## src/rtl/mdu_pkg.sv

```systemverilog
// Shared constants for the iterative RV32M multiply/divide unit:
// funct3 opcodes, FSM state encoding, iteration counter width and
// the fixed results used by the divide special cases.
package mdu_pkg;

  localparam int unsigned DATA_W = 32;
  localparam int unsigned CNT_W  = 5;

  localparam logic [2:0] F3_MUL    = 3'b000;
  localparam logic [2:0] F3_MULH   = 3'b001;
  localparam logic [2:0] F3_MULHSU = 3'b010;
  localparam logic [2:0] F3_MULHU  = 3'b011;
  localparam logic [2:0] F3_DIV    = 3'b100;
  localparam logic [2:0] F3_DIVU   = 3'b101;
  localparam logic [2:0] F3_REM    = 3'b110;
  localparam logic [2:0] F3_REMU   = 3'b111;

  typedef enum logic [1:0] {
    ST_IDLE = 2'd0,
    ST_CALC = 2'd1,
    ST_DONE = 2'd2
  } state_t;

  localparam logic [CNT_W-1:0] CNT_LAST = CNT_W'(31);

  localparam logic [DATA_W-1:0] ALL_ONES = 32'hFFFF_FFFF;
  localparam logic [DATA_W-1:0] INT_MIN  = 32'h8000_0000;

endpackage

```

## src/rtl/mdu_restoring_div.sv

```systemverilog
// Restoring divider datapath, one quotient bit per step.
// Ports:
//   clk, rst            clock, async active-high reset
//   load                capture dividend/divisor magnitudes, clear remainder
//   step                perform one shift/compare/subtract iteration
//   dividend, divisor   unsigned magnitudes
//   quo_next_c          quotient after the current step (combinational)
//   rem_next_c          remainder after the current step (combinational)
// The parent captures the *_next_c values on the final step edge so the
// result is ready the cycle the FSM enters DONE.
module mdu_restoring_div #(
  parameter int unsigned W = 32
) (
  input  logic         clk,
  input  logic         rst,
  input  logic         load,
  input  logic         step,
  input  logic [W-1:0] dividend,
  input  logic [W-1:0] divisor,
  output logic [W-1:0] quo_next_c,
  output logic [W-1:0] rem_next_c
);

  logic [W-1:0] quo;
  logic [W-1:0] rem;
  logic [W-1:0] dvs;
  logic [W:0]   shifted;
  logic [W:0]   diff;
  logic         fits;

  // Bring the next dividend bit into the partial remainder and try to subtract.
  always_comb begin
    shifted    = {rem, quo[W-1]};
    diff       = shifted - {1'b0, dvs};
    fits       = (shifted >= {1'b0, dvs});
    rem_next_c = fits ? diff[W-1:0] : shifted[W-1:0];
    quo_next_c = {quo[W-2:0], fits};
  end

  always_ff @(posedge clk or posedge rst) begin
    if (rst) begin
      quo <= '0;
      rem <= '0;
      dvs <= '0;
    end else if (load) begin
      quo <= dividend;
      rem <= '0;
      dvs <= divisor;
    end else if (step) begin
      quo <= quo_next_c;
      rem <= rem_next_c;
    end
  end

endmodule

```

## src/rtl/mdu_iterative.sv

```systemverilog
// Multi-cycle RV32M multiply/divide unit feeding the register-file write port.
// Ports:
//   clk, rst                 clock, async active-high reset
//   start                    request, accepted only when idle
//   funct3                   MUL/MULH/MULHSU/MULHU/DIV/DIVU/REM/REMU
//   rs1_data, rs2_data       operands
//   rd_addr                  destination register
//   busy                     high while an operation is in flight
//   done                     one-cycle result-valid pulse
//   result                   result, held until the next completion
//   wt_addr                  destination address for the regfile
//   reg_write                regfile write enable (done with nonzero wt_addr)
// Normal ops take 32 iterations; divide-by-zero and signed overflow finish
// straight from IDLE.
module mdu_iterative
  import mdu_pkg::*;
#(
  parameter int unsigned XLEN = DATA_W
) (
  input  logic            clk,
  input  logic            rst,
  input  logic            start,
  input  logic [2:0]      funct3,
  input  logic [XLEN-1:0] rs1_data,
  input  logic [XLEN-1:0] rs2_data,
  input  logic [4:0]      rd_addr,
  output logic            busy,
  output logic            done,
  output logic [XLEN-1:0] result,
  output logic [4:0]      wt_addr,
  output logic            reg_write
);

  localparam int unsigned PW = 2 * XLEN;

  state_t           state, state_next;
  logic [CNT_W-1:0] count;
  logic [2:0]       op_q;
  logic             neg_q;
  logic [4:0]       rd_q;
  logic [XLEN-1:0]  mcand;
  logic [PW-1:0]    prod;

  logic             signed_a, signed_b, a_neg, b_neg, res_neg;
  logic [XLEN-1:0]  a_mag, b_mag;
  logic             fast;
  logic [XLEN-1:0]  fast_res;
  logic [XLEN:0]    mul_sum;
  logic [PW-1:0]    prod_next, prod_fix;
  logic [XLEN-1:0]  quo_next_c, rem_next_c;
  logic [XLEN-1:0]  calc_res;
  logic             load, step, enter_done;
  logic [XLEN-1:0]  result_next;
  logic [4:0]       wt_next;

  // Operand signedness, magnitudes and the sign the final result needs.
  always_comb begin
    signed_a = funct3 inside {F3_MUL, F3_MULH, F3_MULHSU, F3_DIV, F3_REM};
    signed_b = funct3 inside {F3_MUL, F3_MULH, F3_DIV, F3_REM};
    a_neg    = signed_a & rs1_data[XLEN-1];
    b_neg    = signed_b & rs2_data[XLEN-1];
    a_mag    = a_neg ? XLEN'(-rs1_data) : rs1_data;
    b_mag    = b_neg ? XLEN'(-rs2_data) : rs2_data;
    // Remainder follows the dividend; quotient and product follow sign mismatch.
    res_neg  = (funct3 == F3_REM) ? a_neg : (a_neg ^ b_neg);
  end

  // Divide-by-zero and INT_MIN / -1 resolve without iterating.
  always_comb begin
    fast     = funct3[2] && ((rs2_data == '0) ||
               (!funct3[0] && rs1_data == INT_MIN && rs2_data == ALL_ONES));
    if (rs2_data == '0) fast_res = funct3[1] ? rs1_data : ALL_ONES;
    else                fast_res = funct3[1] ? '0 : INT_MIN;
  end

  // Shift-add step: add multiplicand to the high half, shift the pair right.
  always_comb begin
    mul_sum   = {1'b0, prod[PW-1:XLEN]} + (prod[0] ? {1'b0, mcand} : '0);
    prod_next = {mul_sum, prod[XLEN-1:1]};
    prod_fix  = neg_q ? PW'(-prod_next) : prod_next;
  end

  // Result of the final iteration, sign-corrected and selected by opcode.
  always_comb begin
    case (op_q)
      F3_MUL:                      calc_res = prod_fix[XLEN-1:0];
      F3_MULH, F3_MULHSU, F3_MULHU: calc_res = prod_fix[PW-1:XLEN];
      F3_DIV, F3_DIVU:             calc_res = neg_q ? XLEN'(-quo_next_c) : quo_next_c;
      default:                     calc_res = neg_q ? XLEN'(-rem_next_c) : rem_next_c;
    endcase
  end

  mdu_restoring_div #(.W(XLEN)) u_div (
    .clk        (clk),
    .rst        (rst),
    .load       (load),
    .step       (step),
    .dividend   (a_mag),
    .divisor    (b_mag),
    .quo_next_c (quo_next_c),
    .rem_next_c (rem_next_c)
  );

  always_ff @(posedge clk or posedge rst) begin
    if (rst) state <= ST_IDLE;
    else     state <= state_next;
  end

  // Next state plus the values captured when entering DONE.
  always_comb begin
    state_next  = state;
    load        = 1'b0;
    step        = 1'b0;
    enter_done  = 1'b0;
    result_next = result;
    wt_next     = wt_addr;
    case (state)
      ST_IDLE: begin
        if (start) begin
          load = 1'b1;
          if (fast) begin
            state_next  = ST_DONE;
            enter_done  = 1'b1;
            result_next = fast_res;
            wt_next     = rd_addr;
          end else begin
            state_next = ST_CALC;
          end
        end
      end
      ST_CALC: begin
        step = 1'b1;
        if (count == CNT_LAST) begin
          state_next  = ST_DONE;
          enter_done  = 1'b1;
          result_next = calc_res;
          wt_next     = rd_q;
        end
      end
      ST_DONE: state_next = ST_IDLE;
      default: state_next = ST_IDLE;
    endcase
  end

  // Datapath and registered outputs.
  always_ff @(posedge clk or posedge rst) begin
    if (rst) begin
      count     <= '0;
      op_q      <= '0;
      neg_q     <= 1'b0;
      rd_q      <= '0;
      mcand     <= '0;
      prod      <= '0;
      busy      <= 1'b0;
      done      <= 1'b0;
      reg_write <= 1'b0;
      result    <= '0;
      wt_addr   <= '0;
    end else begin
      busy      <= (state_next != ST_IDLE);
      done      <= enter_done;
      reg_write <= enter_done && (wt_next != 5'd0);
      if (load) begin
        count <= '0;
        op_q  <= funct3;
        neg_q <= res_neg;
        rd_q  <= rd_addr;
        mcand <= a_mag;
        prod  <= {{XLEN{1'b0}}, b_mag};
      end else if (step) begin
        count <= CNT_W'(count + 1'b1);
        prod  <= prod_next;
      end
      if (enter_done) begin
        result  <= result_next;
        wt_addr <= wt_next;
      end
    end
  end

endmodule

```

## config.mk

```make
export PLATFORM = sky130hd
export DESIGN_NAME = mdu_iterative
export DESIGN_NICKNAME = d
export VERILOG_FILES = /design/src/rtl/mdu_pkg.sv /design/src/rtl/mdu_restoring_div.sv /design/src/rtl/mdu_iterative.sv
export SDC_FILE = /design/constraint.sdc
export NUM_CORES = 1
export LEC_CHECK = 0
export BUFFER_PORTS_ARGS = -buffer_cell sky130_fd_sc_hd__clkbuf_2
export CAP_MARGIN = 40
export CORE_MARGIN = 8
export CORE_UTILIZATION = 55
export DETAILED_ROUTE_END_ITERATION = 16
export GPL_TIMING_DRIVEN = 1
export PLACE_DENSITY = 0.8
export RECOVER_POWER = 100
export SLEW_MARGIN = 0
export SYNTH_ARGS = -nofsm -noshare
export SYNTH_HDL_FRONTEND = slang
export SYNTH_HIERARCHICAL = 1
export SYNTH_SLANG_ARGS = --single-unit
export TNS_END_PERCENT = 30
```

## constraint.sdc

```tcl
create_clock -name clk -period 7 [get_ports clk]
set_input_delay 0.7 -clock clk [delete_from_list [all_inputs] [get_ports clk]]
set_output_delay 0.7 -clock clk [all_outputs]
set_load 0.01 [all_outputs]
```

==> results.ini, run 1 <==
[run_status]
run_status=finished with violations
violations=max-capacitance violations, max-slew violations

[die]
io_pins=115
core_mm2=0.0363
start_util=0.553
die_h_um=207
rows=70
dieArea_mm2=0.0429
die_w_um=207

[clock_network]
clockBufferDepth=3
clk_latency_ns=0.59
ctsHoldBuffers=0
post_cts_buffers=0
cts_max_level=1
cts_resized=0
cts_buffers=30
cts_sinks=248
clk_pin_slew_worst_paths_ns=0.06
cts_tree=yes
cts_root_buf=clkbuf_16

[synthesis]
syn_area_mm2=0.0201
syn_avg_cell_area_um2=8.01
synth_edf_count=0
syn_inst=2510
netlist-cell-type-count=100
syn_nets=2659
synth_flop_cell=dfrtp_1
synth_warnings=6
synth_seq_area_share=0.309
synth-seq-cells=248
async_flop_share=1.00

[worst_hold_path]
hp-class=in -> async

[worst_setup_path]
crit_slowest_cell=a211oi_1
rrSetupSlack_ns=0.87
crit_path_start_kind=register
end_kind=register
slowest_delay_ns=0.57
worstPathCellList=ha_1 > o21ai_0 > a211oi_1 > a21o_1 > o22ai_1 > a21oi_1 > a21oi_1 > inv_4 > mux2_1 > or4_1 > or3_1 > or3_1 > or3_1 > o41ai_1 > xnor2_1 > a221oi_1 > o221ai_1 > a22o_1
path_class=reg -> reg
path_max_fanout=32
cp.required_ns=7.46
cp_num_buf_inv=1
cpLargestDelayFamily=compound AO/OA/AOI/OAI gates
cp.arrival_ns=6.59
worst_path_most_repeated_cell=or3_1

[timing]
grt_setup_unrepaired=false
setup_tns_ns=0
slew_headroom=-1.11
setup_violations=0
finalCritPeriodShare=0.875
max_freq_mhz=163
finClkSkew_ns=0.0222
drv_slew=409
tightest_slew_ns=3.16
hold_violations=0
fin_crit_ns=6.13

[global_route]
grt_usage=0.311
antenna_found_initial=0
grt_overflow=0
grt_pass1_wl_mm=109
grt_pass1_vias=19000
grt_start_max_net_pins=86

[layout]
final_layout_size_suffix_gt1_frac=0.0854
nets=2654
diodes=0
syn_to_final_growth_pct=7.21
final_core_util=0.593

[place]
gp_congestion=1.05
port_buffers=114
dp_hpwl_mm=51.7

[flow_run]
cap_violations=8

[detailed_routing]
wl_per_cell_um=23.2
drt-pass1-iter-count=6
routed_wl_mm=69.4
via_count=19800
drtIter0Drc=2485
post-route-drc-count=0
viasPerCell=6.62
ant_nets=0

[flip-flops by register name (all words and copies together), names as in the netlist]
name	flops
busy	1
count	5
done	1
mcand	32
neg_q	1
op_q	3
prod	64
rd_q	5
reg_write	1
result	32
state	2
u_div/dvs	32
u_div/quo	32
u_div/rem	32
wt_addr	5
[cell type report]
type / instances / area (um2)
clock buffer: 40 / 850
fill: 3269 / 14800
timing repair buffer: 142 / 707
tap: 468 / 586
inverter: 79 / 314
sequential: 248 / 6210
multi-input combinational: 2004 / 12700
clock inverter: 16 / 186
[layout by cell type (no fill, tap or decap), types with 15 or more instances in the layout]
cell,n
inv_1,73
clkbuf_1,56
ha_1,72
a22o_1,16
o31ai_1,48
xor2_1,92
a22oi_1,38
a21o_1,18
xnor2_1,127
nand4_1,33
nand3_1,51
nand2_1,412
o21ai_0,235
dfrtp_1,247
clkbuf_2,73
nor2_1,165
or4_1,15
o21a_1,26
and2_1,48
or3_1,32
o41ai_1,17
clkbuf_16,31
and3_1,23
o221ai_1,16
a21oi_1,134
nor3_1,45
mux2i_1,47
a31oi_1,26
[stage by stage]
step,worst slack (ns),hold slack [ns],instance area (um2),std cells
finish,0.874,0.198,21600,2997
global route,0.403,0.254,21600,2997
CTS,1.18,0.0789,21800,2996
detailed placement,1.21,0.455,20700,2940
global placement,1.31,0.452,20600,2932
floorplan,1.84,0.438,20100,2510
[path summary, 6_finish.rpt]
kind,startpoint,to,cells after the start
max,u_div/rem[12],result[26],18
min,rst,u_div/dvs[24],2
max in group asynchronous,rst,neg_q,3
min reg2reg,mcand[30],mcand[30],2
max reg2reg,u_div/rem[12],result[26],18
min in group clk,rd_addr[3],rd_q[3],3
[logic make-up (layout without fill, tap and decap cells)]
logic type      after synthesis  count (layout)  share of synthesized area
compound gates              714             714                      0.232
xor+xnor                    219             219                     0.0954
fa+ha+maj                    74              74                     0.0468
buf+inv                     258             277                     0.0571
flops                       248             248                      0.309
mux                          71              71                     0.0391
simple gates                926             926                      0.221
[routing by layer]
metal  track usage  up-vias  part of all wire
met3        0.0722      242              0.11
met1         0.408     9382              0.40
met2         0.479     1229              0.43
met5             0        -           0.00097
met4         0.148        2             0.058
li1              -     8986                 -
[cells in the mapped netlist, types with 11 or more instances]
cell | n | share of area
dfrtp_1 | 248 | 0.31
buf_4 | 32 | 0.012
o21a_1 | 26 | 0.0097
and2_1 | 50 | 0.016
o221ai_1 | 16 | 0.0070
mux2i_1 | 47 | 0.023
buf_2 | 11 | 0.0027
or4_1 | 15 | 0.0056
nor2_1 | 165 | 0.031
xnor2_1 | 127 | 0.055
a21oi_1 | 132 | 0.033
a21o_1 | 18 | 0.0067
o31ai_1 | 48 | 0.018
a211oi_1 | 12 | 0.0045
clkbuf_1 | 117 | 0.022
o41ai_1 | 15 | 0.0065
or3_1 | 32 | 0.010
xor2_1 | 92 | 0.040
ha_1 | 72 | 0.045
a31oi_1 | 25 | 0.0078
nand4_1 | 33 | 0.010
nor4_1 | 12 | 0.0037
nand2b_1 | 13 | 0.0040
inv_1 | 76 | 0.014
a221oi_1 | 13 | 0.0057
nand2_1 | 413 | 0.077
nand3_1 | 51 | 0.013
o21ai_0 | 232 | 0.058
mux2_4 | 12 | 0.0090
a22oi_1 | 38 | 0.014
buf_1 | 13 | 0.0024
o211ai_1 | 13 | 0.0049
a22o_1 | 16 | 0.0070
and3_1 | 23 | 0.0072
o21ai_1 | 13 | 0.0032
nor3_1 | 44 | 0.011
Power of run 1 is left out: the tool's default activity adds up to more than one toggle a clock period on the data nets, which glitch-free logic cannot reach.
==> inputs of run 2 (changes only) <==
==> constraint.sdc (replaced) <==
create_clock -name clk -period 7 [get_ports clk]
set_input_delay 0.35 -clock clk [delete_from_list [all_inputs] [get_ports clk]]
set_output_delay 0.35 -clock clk [all_outputs]
set_load 0.01 [all_outputs]
==> results.ini, run 2 (synthesis gave the netlist of run 1 again) <==
[run_status]
violations=max-capacitance violations, max-slew violations
run_status=finished with violations

[layout]
diodes=0  ; unchanged
regMostFlops=prod
nFillCells=3276  ; +0.21%
largest_register_ff_count=64  ; unchanged
nets=2656  ; +0.075%
layout_common_cells=nand2_1 (412), dfrtp_1 (247), o21ai_0 (235)
layout_commonest_cell=nand2_1
final_layout_size_suffix_gt1_frac=0.0889  ; +0.00349
syn_to_final_growth_pct=8.02

[die]
dieArea_mm2=0.0429  ; unchanged
start_util=0.553  ; unchanged
die_h_um=207  ; unchanged
io_pins=115  ; unchanged
rows=70  ; unchanged
core_mm2=0.0363  ; unchanged
die_w_um=207  ; unchanged

[timing]
finalCritPeriodShare=0.904  ; +0.0286
grt_setup_unrepaired=false
slew_headroom=-1.87  ; -0.756
drv_slew=428  ; +4.6%
tightest_slew_ns=4.30  ; +1.13 ns
setup_tns_ns=0  ; unchanged
fin_crit_ns=6.33  ; +0.200 ns
hold_violations=0  ; unchanged
max_freq_mhz=158  ; -3.2%
finClkSkew_ns=0.0266  ; +0.00442 ns
setup_violations=0  ; unchanged

[clock_network]
clk_pin_slew_worst_paths_ns=0.06  ; about the same
clockBufferDepth=3  ; unchanged
cts_root_buf=clkbuf_16
cts_sinks=248  ; unchanged
cts_resized=0  ; unchanged
cts_buffers=30  ; unchanged
cts_tree=yes
post_cts_buffers=0  ; unchanged
cts_max_level=1  ; unchanged
clk_latency_ns=0.60  ; about the same

[detailed_routing]
wl_per_cell_um=23.2  ; +0.13%
ant_nets=0  ; unchanged
via_count=19800  ; -0.31%
viasPerCell=6.60  ; -0.38%
wl_met2_mm=30.5  ; +1.8%
m1WireLength_mm=27.8  ; about the same
highest_layer=met4
post-route-drc-count=0  ; unchanged
drtIter0Drc=2584  ; +4.0%
routed_wl_mm=69.5  ; +0.20%
wl_met3_mm=7.44  ; -2.4%
drt-pass1-iter-count=6  ; unchanged

[place]
port_buffers=114  ; unchanged
gp_congestion=1.05  ; -0.22%
dp_hpwl_mm=50.8  ; -1.8%

[worst_setup_path]
path_class=reg -> reg
end_kind=register
path_max_fanout=52  ; +63%
timing.rr.start=state[1]
cp.arrival_ns=6.84  ; +0.25 ns
crit_path_start_kind=register
cp.required_ns=7.51  ; +0.05 ns
crit_start=state[1]

[global_route]
grt_overflow=0  ; unchanged
grt_pass1_wl_mm=108  ; -0.86%
grt_pass1_vias=18800  ; -0.70%
grt_start_max_net_pins=176  ; +100%
grt_usage=0.308  ; -0.00263
antenna_found_initial=0  ; unchanged

[worst_hold_path]
hp-start=funct3[0]
hp-class=in -> reg

[flow_run]
cap_violations=6  ; -2

[run 2: cell types whose count changed in the layout (fill, tap and decap cells not counted), moves of 2 or more]
cell,before,now
clkinv_2,4,6
inv_6,1,3
bufinv_16,3,7
and2_0,2,0
clkbuf_1,56,48
and2_1,48,50
clkinv_4,5,3
dlygate4sd3_1,0,6
[run 2: area by class of cell]
cell class              instances  area, um2  share of cell area
inverters                      79        314              0.0145
well taps                     468        586              0.0270
flip-flops and latches        248       6210               0.286
repair buffers                144        751              0.0346
clock inverters                23        329              0.0151
multi-input cells            2004      12700               0.587
clock buffers                  33        792              0.0365
[run 2: per-stage QoR]
step                hold WS, ns  setup slack (ns)  cell area (um2)   util  std cells
global route             0.0418             0.413            21700  0.598       2999
detailed placement        0.349              1.27            20700  0.570       2937
finish                   0.0415             0.673            21700  0.598       2999
global placement          0.434              1.33            20600  0.567       2931
CTS                      0.0156              1.23            21900  0.602       2999
floorplan                 0.438              1.84            20100      -       2510
[run 2: final timing paths]
path	slack [ns]	cells past startpoint	to
setup / recovery	0.67	10	result[25]
hold / removal	0.04	3	op_q[0]
setup reg to reg	0.67	10	result[25]
hold reg to reg	0.47	2	mcand[29]
max in group asynchronous	1.40	4	neg_q
min in group asynchronous	0.48	3	mcand[26]
[run 2: worst max-delay path, cell delays in order, from the launching register on]
cell      delay (ns)
dfrtp_1         0.49
nor2_1          0.16
nand2_2         0.09
clkbuf_1        2.22
nor2_2          0.07
nor2_2          0.17
clkbuf_1        1.22
clkinv_4        0.72
a31oi_2         0.48
or4b_1          0.47
nand3_1         0.12
[run 2: per-layer routing]
metal | track usage | up-vias
li1 | - | 8964
met2 | 0.477 | 1127
met3 | 0.0737 | 228
met5 | 0 | -
met4 | 0.149 | 0
met1 | 0.401 | 9460
[run 2: what timing repair did]
action | in CTS | in global routing
endpoints found under the hold margin | 56 | 0
setup endpoints to repair | 0 | 0
hold buffers | 6 | 0
Power of run 2 is left out for the same reason.
